`config.mk`:
```
export PLATFORM = sky130hd
export DESIGN_NAME = cube_scanner
export DESIGN_NICKNAME = d
export VERILOG_FILES = /design/src/rtl/cube_scanner.sv
export SDC_FILE = /design/constraint.sdc
export NUM_CORES = 2
export LEC_CHECK = 0
export ABC_AREA = 1
export BUFFER_PORTS_ARGS = -buffer_cell sky130_fd_sc_hd__buf_4
export CAP_MARGIN = 20
export CORE_MARGIN = 1
export CORE_UTILIZATION = 58
export CTS_CLUSTER_DIAMETER = 150
export CTS_CLUSTER_SIZE = 30
export DETAILED_ROUTE_END_ITERATION = 10
export GPL_TIMING_DRIVEN = 0
export PLACE_DENSITY = 0.89
export SLEW_MARGIN = 5
export SYNTH_ARGS = -nofsm -noshare
export SYNTH_HDL_FRONTEND = slang
export SYNTH_SLANG_ARGS = --single-unit
```
`constraint.sdc`:
```
create_clock -name clk -period 2.45 [get_ports clk]
set_input_delay 0 -clock clk [delete_from_list [all_inputs] [get_ports clk]]
set_output_delay 0 -clock clk [all_outputs]
set_load 0.05 [all_outputs]
```
`src/rtl/cube_scanner.sv`:
```
`default_nettype none
// ============================================================================
//  Module      : cube_scanner
//  Description : Row-multiplexed scan driver for an N x N x N LED cube.
//                Walks every (layer,row) slot in turn, row inner and layer
//                outer. Each slot opens with a dead band that suppresses
//                ghosting, followed by an on window whose length scales
//                with the brightness level. Frame data is double-buffered
//                and a pending frame is promoted only at the last cycle of
//                a full scan, so a frame is never shown half-updated.
//  Revision    : 1.0 - initial release
// ----------------------------------------------------------------------------
//  Ports
//    clk             system clock, all logic on the rising edge
//    rst             synchronous active-high reset
//    frame_cube_flat N*N*N frame bits, index = l*N*N + r*N + c
//    frame_valid     one-cycle strobe qualifying frame_cube_flat
//    brightness      global brightness level, taken at the start of a slot
//    blank           forces all drive outputs off
//    high_csn        layer select, active low, one-hot-low
//    row             LED data for the selected row, 1 = on
//    row_cs          row select, active high, one-hot
//    frame_swap      one-cycle pulse when a new frame becomes active
//    frames_dropped  saturating count of overwritten pending frames
// ============================================================================
module cube_scanner #(
    parameter int N        = 8,
    parameter int BRIGHT_W = 4,
    parameter int DEAD     = 4,
    parameter int STEP     = 8
) (
    input  logic                  clk,
    input  logic                  rst,
    input  logic [N*N*N-1:0]      frame_cube_flat,
    input  logic                  frame_valid,
    input  logic [BRIGHT_W-1:0]   brightness,
    input  logic                  blank,
    output logic [N-1:0]          high_csn,
    output logic [N-1:0]          row,
    output logic [N-1:0]          row_cs,
    output logic                  frame_swap,
    output logic [15:0]           frames_dropped
);

    // ------------------------------------------------------------------------
    // Derived geometry
    // ------------------------------------------------------------------------
    localparam int LEVELS = (1 << BRIGHT_W) - 1;
    localparam int SLOT   = DEAD + STEP * LEVELS;
    localparam int FRAME  = N * N * SLOT;
    localparam int IDX_W  = (N > 1)    ? $clog2(N)     : 1;
    localparam int SEL_W  = (N > 1)    ? $clog2(N * N) : 1;
    localparam int CNT_W  = (SLOT > 1) ? $clog2(SLOT)  : 1;

    // A frame shorter than one cycle per slot means the parameter set
    // describes no usable scan; nothing is built either way, the branch only
    // documents the relationship between slot and frame length.
    if (FRAME < N * N) begin : g_degenerate_frame
    end

    // ------------------------------------------------------------------------
    // Scan position: cnt inner, row middle, layer outer
    // ------------------------------------------------------------------------
    logic [IDX_W-1:0] r_layer;
    logic [IDX_W-1:0] r_row;
    logic [CNT_W-1:0] r_cnt;
    logic             w_cnt_last;
    logic             w_row_last;
    logic             w_layer_last;
    logic             w_swap;

    assign w_cnt_last   = (r_cnt   == CNT_W'(SLOT - 1));
    assign w_row_last   = (r_row   == IDX_W'(N - 1));
    assign w_layer_last = (r_layer == IDX_W'(N - 1));

    // Last cycle of the last slot of the frame: the only point where the
    // displayed frame may change.
    assign w_swap = w_cnt_last && w_row_last && w_layer_last;

    always_ff @(posedge clk) begin
        if (rst) begin
            r_layer <= '0;
            r_row   <= '0;
            r_cnt   <= '0;
        end else if (w_cnt_last) begin
            r_cnt <= '0;
            if (w_row_last) begin
                r_row   <= '0;
                r_layer <= w_layer_last ? '0 : r_layer + 1'b1;
            end else begin
                r_row <= r_row + 1'b1;
            end
        end else begin
            r_cnt <= r_cnt + 1'b1;
        end
    end

    // ------------------------------------------------------------------------
    // Double-buffered frame store
    // ------------------------------------------------------------------------
    // Packed as N*N rows of N bits so that element (l*N + r) holds exactly
    // bits [l*N*N + r*N +: N] of the flat input vector.
    logic [N*N-1:0][N-1:0] r_shadow;
    logic [N*N-1:0][N-1:0] r_active;
    logic                  r_pending;
    logic                  r_frame_swap;
    logic [15:0]           r_dropped;

    always_ff @(posedge clk) begin
        if (rst) begin
            r_shadow     <= '0;
            r_active     <= '0;
            r_pending    <= 1'b0;
            r_frame_swap <= 1'b0;
            r_dropped    <= '0;
        end else begin
            // Latest frame always wins the shadow slot.
            if (frame_valid) begin
                r_shadow <= frame_cube_flat;
            end

            // Active takes the shadow as it was before this edge, so a strobe
            // landing on the swap cycle promotes the older frame and leaves
            // the new one waiting for the next boundary.
            if (w_swap && r_pending) begin
                r_active <= r_shadow;
            end

            if (frame_valid) begin
                r_pending <= 1'b1;
            end else if (w_swap) begin
                r_pending <= 1'b0;
            end

            r_frame_swap <= w_swap && r_pending;

            // On the swap cycle the pending frame is consumed, not lost.
            if (frame_valid && r_pending && !w_swap && (r_dropped != 16'hFFFF)) begin
                r_dropped <= r_dropped + 16'd1;
            end
        end
    end

    // ------------------------------------------------------------------------
    // Brightness and slot enable
    // ------------------------------------------------------------------------
    logic [BRIGHT_W-1:0] r_bright;
    logic [BRIGHT_W-1:0] w_bright;
    logic [31:0]         w_cnt_ext;
    logic [31:0]         w_on_end;
    logic                w_enable;

    always_ff @(posedge clk) begin
        if (rst) begin
            r_bright <= '0;
        end else if (r_cnt == '0) begin
            r_bright <= brightness;
        end
    end

    // At cnt=0 the register is only now being loaded, so the live input is
    // the value that governs this slot. This keeps DEAD=0 configurations
    // correct without a cycle of lag.
    assign w_bright = (r_cnt == '0) ? brightness : r_bright;

    assign w_cnt_ext = 32'(r_cnt);
    assign w_on_end  = 32'(DEAD) + 32'(STEP) * 32'(w_bright);
    assign w_enable  = !blank && (w_cnt_ext >= 32'(DEAD)) && (w_cnt_ext < w_on_end);

    // ------------------------------------------------------------------------
    // Registered drive outputs
    // ------------------------------------------------------------------------
    logic [SEL_W-1:0] w_sel;
    logic [N-1:0]     r_high_csn;
    logic [N-1:0]     r_row_cs;
    logic [N-1:0]     r_row_data;

    assign w_sel = SEL_W'(r_layer) * SEL_W'(N) + SEL_W'(r_row);

    always_ff @(posedge clk) begin
        if (rst) begin
            r_high_csn <= '1;
            r_row_cs   <= '0;
            r_row_data <= '0;
        end else if (w_enable) begin
            r_high_csn <= ~(N'(1) << r_layer);
            r_row_cs   <= N'(1) << r_row;
            r_row_data <= r_active[w_sel];
        end else begin
            r_high_csn <= '1;
            r_row_cs   <= '0;
            r_row_data <= '0;
        end
    end

    assign high_csn       = r_high_csn;
    assign row_cs         = r_row_cs;
    assign row            = r_row_data;
    assign frame_swap     = r_frame_swap;
    assign frames_dropped = r_dropped;

endmodule
`default_nettype wire
```
### Word-level counts from Yosys, hierarchy flattened

Cells that the tools add are included.

| cells by class | value |
|---|---|
| add/sub/neg operators | 6 |
| multipliers | 0 |
| div/mod/pow operators | 0 |
| magnitude comparators | 3 |
| eq/ne operators | 4 |
| shifts and indexed selects | 2 |
| multiplexer cells | 7 |
| bitwise logic cells | 2 |
| reductions and logical operators | 15 |

Operator list:

| operator | number |
|---|---|
| $bmux W8 S6 | 1 |
| $add A16 B1 Y16 const B | 1 |
| $ne A16 B16 Y1 const B | 1 |
| $shl A1 B3 Y8 const A | 2 |
| $add A3 B7 Y8 const A | 1 |
| $logic_and A1 B1 Y1 | 8 |
| $lt A7 B8 Y1 | 1 |
| $mux W8 | 1 |
| $not A8 Y8 | 1 |
| $add A7 B1 Y7 const B | 1 |
| $eq A7 B7 Y1 const B | 1 |
| $ge A7 B3 Y1 const B | 1 |
| $logic_not A7 Y1 | 1 |
| $lt A6 B7 Y1 const B | 1 |
| $add A3 B1 Y3 const B | 2 |
| $add A6 B3 Y6 | 1 |
| $eq A3 B3 Y1 const B | 2 |
| $mux W3 | 2 |
| $mux W4 | 1 |
| $reduce_or A2 Y1 | 2 |
| $logic_not A1 Y1 | 2 |
| $mux W1 | 2 |
| $reduce_and A2 Y1 | 1 |
| $reduce_bool A2 Y1 | 1 |
| $not A1 Y1 | 1 |

| storage, ports and cells | value |
|---|---|
| register bits after elaboration | 1083 |
| bits in latches | 0 |
| memory bits (writable) | 0 |
| memory bits (read-only) | 0 |
| bits of input ports | 520 |
| output and inout bits | 41 |
| word-level logic and storage cells | 177 |
| memories | 0 |

### Depth between registers and ports, before layout

| depth | value |
|---|---|
| word-level depth | 7 |
| mapped depth | 16 |
| mapped depth without buffers | 15 |

### Least setup slack after synthesis

Ideal clock, no wire load.

| path | value |
|---|---|
| path type | reg-to-reg |
| from | register r_cnt[4] |
| to | register r_row_data[0] (netlist: row[0]) |
| library setup time | 59 ps |
| data arrival time | 2168 ps |
| data required time | 2391 ps |
| path slack | 224 ps |
| stages on the path, launching flop included | 15 |
| path buffers | 1 |
| clock period less this slack | 2226 ps |
| cells stage by stage | dfxtp_1 > inv_1 > nand4_1 > inv_1 > nand2_1 > mux2i_1 > ha_1 > a21oi_1 > nor2_1 > nor2_1 > nand3b_1 > nor2_1 > clkbuf_1 > nand3_1 > nand2_1 |

| on the way | value |
|---|---|
| cells in the longest elaborated chain, start to end | 7 |
| elaborated cells between the ends (all ways) | 9 |
| classes of those cells | add/sub (1); order compare (2); mux (1); bitwise (1); reduce/logical (4) |

Ends and longest elaborated chain:

| item | RTL line | RTL |
|---|---|---|
| start: declaration | 66 | `logic [CNT_W-1:0] r_cnt;` |
| start signal: assignment | 94 | `r_cnt <= r_cnt + 1'b1;` |
| $logic_not A7 Y1 | 164 | `assign w_bright = (r_cnt == '0) ? brightness : r_bright;` |
| $mux W4 | n/a |  |
| $add A3 B7 Y8 | 167 | `assign w_on_end = 32'(DEAD) + 32'(STEP) * 32'(w_bright);` |
| $lt A7 B8 Y1 | 168 | `assign w_enable = !blank && (w_cnt_ext >= 32'(DEAD)) && (w_cnt_ext < w_on_end);` |
| $logic_and A1 B1 Y1 (*) | 168 |  |
| $not A1 Y1 (no line) (*) | n/a |  |
| $reduce_or A2 Y1 (no line) (*) | n/a |  |
| end signal: assignment | 188 | `r_row_data <= r_active[w_sel];` |
| end: declaration | 176 | `logic [N-1:0] r_row_data;` |

Mark *: on every way between the ends. The rest lies on a longest branch, timed or not.
A chain may end at the register's enable or synchronous reset.

### Worst setup path in the final report

| path | value |
|---|---|
| from | register r_cnt[6] |
| to | register r_row_cs[7] (netlist: row_cs[7]) |

| on the way | value |
|---|---|
| cells in the longest elaborated chain, start to end | 7 |
| elaborated cells between the ends (all ways) | 9 |
| classes of those cells | add/sub (1); order compare (2); mux (1); bitwise (1); reduce/logical (4) |

Ends and longest elaborated chain:

| item | RTL line | RTL |
|---|---|---|
| $logic_not A7 Y1 | 164 |  |
| $mux W4 | n/a |  |
| $add A3 B7 Y8 | 167 |  |
| $lt A7 B8 Y1 | 168 |  |
| $logic_and A1 B1 Y1 (*) | 168 |  |
| $not A1 Y1 (no line) (*) | n/a |  |
| $reduce_or A2 Y1 (no line) (*) | n/a |  |
| end signal: assignment | 187 | `r_row_cs <= N'(1) << r_row;` |
| end: declaration | 175 | `logic [N-1:0] r_row_cs;` |

Marks and branches as above.

==> summary.md <==
The clock buffer count from CTS is 42, and the overall die height is 272 µm. The share of flip-flops with an asynchronous set or reset after synthesis came out at 0. The tightest min-delay check is of the input pin to flop type.

Leading register cell type out of synthesis: sky130_fd_sc_hd__dfxtp_1. For the pin with the worst max-slew slack, the measured transition is 1.29 ns. The power density of the placed cells is 563 nW/µm². The area growth from synthesis to layout is 29.8%.

The tools report the first-pass GRT wire length as 269000 µm. The worst setup path is of the flop to flop kind. The root buffer cell chosen for the clock tree is sky130_fd_sc_hd__clkbuf_16. The detailed-routing iteration count for the pre-antenna-repair pass is 11. The logs give 46600 for the number of global-route vias before repair and 55100 µm² for the post-layout instance area. After clock tree synthesis, the clock-pin slew on the worst setup and hold paths is 0.12 ns. The checks that failed: DRC, setup timing. For the finished layout, the period the worst path requires is 2.80 ns. After detailed routing, the average wire length per cell comes to 23.3 µm.

The maximum achievable frequency was 357 MHz. The synthesized netlist occupies a cell area of 42400 µm². Setup repair after global routing could not meet its margin everywhere. The fraction of layout cells with a size suffix above 1 works out to 0.123.

Placed wire-length estimate: 114000 µm. STA classifies the critical path endpoint as a flop. The number of remaining DRC errors is 3.

Ranked by total cell area, the synthesized netlist is headed by sky130_fd_sc_hd__dfxtp_1, sky130_fd_sc_hd__nor2_1, sky130_fd_sc_hd__o21ai_0. The largest total area in the synthesized netlist belongs to sky130_fd_sc_hd__dfxtp_1. The floorplan step defined a core boundary enclosing 72000 µm². For the count of routing violations after the opening detailed-route iteration, the log shows 7983. Setup violations remaining at the end of the flow were counted as 32. STA classifies the critical path startpoint as a flop. For the maximum number of pins on one net before global-route repair, the log shows 31. For the core occupancy in the finished layout, the log shows 0.765.

The logs give 0.137 for the headroom to the max-slew limit and 98 for the number of standard-cell rows in the floorplan. The cell count after synthesis came out at 5942. The tools report the number of levels the H-tree was split into as 2. Summing internal, switching and leakage power gives 31.0 mW. In the routed layout, each cell is associated on average with a via count of 6.14. Counting flops with a built-in enable in the synthesized netlist gives 0. Count of max-cap constraint violations: 0. Sequential-to-total area share from yosys stat: 0.511. Port buffering added 559 buffers. Residual overflow from global routing: 0. The run gives 31 as the number of library cell types mapped by synthesis. The cell leakage power came out at 22.5 nW. The number of primary I/O pins came out at 561.

In this run the worst path has a maximum fanout of 6. The final number of max-transition violations was 0; the final-report hold violation count was 0. Counting every sink on the clock net gives 1083. The final critical-path setup slack is -0.352 ns, and the arrival time reported for the critical path endpoint is 3.40 ns. The total routing resource utilization after global routing is 0.478. The die covers 74200 µm². The setup clock skew after layout came out at 0.0421 ns.

The synthesized area divided by synthesized cell count came out at 7.14 µm². The tools report the clock insertion delay at the later pin of the skew report as 0.68 ns. The overall die width works out to 272 µm. The data required time at the worst endpoint was 3.05 ns.

The area share of the leading cell type in the synthesized netlist is 0.511. The portion of the clock cycle consumed by the worst path in the final layout is 1.14. The flop and latch count out of synthesis is 1083, and the maximum number of buffers from clock root to sink is 3. For the total detailed-routing wirelength, the log shows 188000 µm. TritonCTS built the clock tree. The routed layout has 49600 vias. Once placement finished, the instance area stood at 47800 µm². Initial standard-cell utilization of the core: 0.589. The summed negative setup slack over all endpoints was -7.00 ns; the initial antenna violation count was 19.

The count of filler cells inserted in the layout was 4675. The run gives 0.703 mV as the worst vdd rail ir drop. The flow ran to the end, but the final reports show violations.

The number of nets handed over by synthesis was 6480. At the end of routability-driven placement, the weighted congestion stood at 0.990. The count of synthesis-stage warnings from yosys is 0, and the residual antenna-violating net count after detailed routing is 0. Net count reported at finish: 7638.
critical path, cell delays in order, from the launching register on:
cell	delay, ns
sky130_fd_sc_hd__dfxtp_4	0.38
sky130_fd_sc_hd__inv_4	0.06
sky130_fd_sc_hd__nand4_1	0.13
sky130_fd_sc_hd__inv_2	0.19
sky130_fd_sc_hd__nand2_8	0.14
sky130_fd_sc_hd__mux2i_4	0.29
sky130_fd_sc_hd__ha_1	0.30
sky130_fd_sc_hd__a21oi_2	0.16
sky130_fd_sc_hd__nor2_2	0.05
sky130_fd_sc_hd__nor2_1	0.12
sky130_fd_sc_hd__nand3b_1	0.11
sky130_fd_sc_hd__buf_6	0.18
sky130_fd_sc_hd__buf_6	0.12
sky130_fd_sc_hd__clkinvlp_4	0.18
sky130_fd_sc_hd__nand2_4	0.14
sky130_fd_sc_hd__nor2_2	0.16
power by group:
group	switching (mW)	leakage, nW	internal (mW)
logic	1.92	13.1	1.64
clock network	5.68	0.545	3.17
registers	0.419	8.86	18.2
per-stage QoR:
step / cells / setup slack (ns) / hold slack [ns]
2_1_floorplan: 5942 / 0.224 / 0.135
3_3_place_gp: 7451 / -0.674 / 0.224
3_5_place_dp: 7452 / -0.744 / 0.227
4_1_cts: 8042 / -0.0288 / 0.00624
5_1_grt: 8063 / -0.403 / 0.0529
6_report: 8074 / -0.352 / 0.0662
what timing repair did:
item / in CTS / in global routing
pin swaps: 15 / 15
endpoints found under the hold margin: 522 / 0
setup buffers: 23 / 11
hold buffers: 521 / 0
gates cloned: 1 / 0
endpoints found under the setup margin: 264 / 408
gates resized for setup: 141 / 159
per-layer routing:
layer | global-route usage | wire length, µm | share of wire
met4 | 0.376 | 18400 | 0.098
met2 | 0.740 | 80600 | 0.43
met5 | 0.000642 | 27 | 0.00014
met3 | 0.158 | 27100 | 0.14
met1 | 0.543 | 62200 | 0.33
layout by cell type, fill, tap and decap left out, drive strengths merged, types with 22 or more instances in the layout:
| cell type | count |
|---|---|
| buf | 686 |
| dlygate4sd3 | 521 |
| diode | 22 |
| dfxtp | 1083 |
| clkbuf | 397 |
| nand3 | 447 |
| inv | 40 |
| a21oi | 23 |
| nand2 | 718 |
| nor2 | 2092 |
| o21ai | 1030 |
synthesized netlist by cell type (all sizes together) (9+ instances only):
master and instances:
a21oi 23, buf 93, clkbuf 361, dfxtp 1083
ha 18, inv 39, nand2 718, nand3 447
nor2 2092, nor3 9, o21ai 1030, xor2 10
kinds of logic after synthesis:
logic type,Yosys count,share of synthesized area
AOI/OAI and AO/OA,1055,0.125
DFF,1083,0.511
xor gates and xnor gates,12,0.00248
and+or+nand+nor,3274,0.304
muxes,4,0.000944
buffers and inverters,496,0.0513
adders and majority gates,18,0.00531
registers in the layout, indices dropped and copies added, names as in the netlist:
| name | cells |
|---|---|
| frame_swap | 1 |
| frames_dropped | 16 |
| high_csn | 8 |
| r_active | 512 |
| r_bright | 4 |
| r_cnt | 7 |
| r_layer | 3 |
| r_pending | 1 |
| r_row | 3 |
| r_shadow | 512 |
| row | 8 |
| row_cs | 8 |
path summary, 6_finish.rpt:
kind | from | end | slack (ns) | depth (start not counted)
max | r_cnt[6] | row_cs[7] | -0.35 | 15
min | rst | frames_dropped[8] | 0.07 | 3
max reg2reg | r_cnt[6] | row_cs[7] | -0.35 | 15
min reg2reg | r_active[288] | r_active[288] | 0.49 | 2
area by class of cell:
cell class / instances / area [µm²] / area share
inverter: 42 / 165 / 0.00300
clock buffer: 42 / 1050 / 0.0191
antenna: 22 / 55.1 / 0.00100
tap: 950 / 1190 / 0.0216
clock inverter: 4 / 63.8 / 0.00116
sequential: 1083 / 21700 / 0.394
timing repair buffer: 1115 / 9720 / 0.176
buffer: 453 / 2190 / 0.0398
multi-input combinational: 4363 / 18900 / 0.344
(Power assumes the default switching activity.)
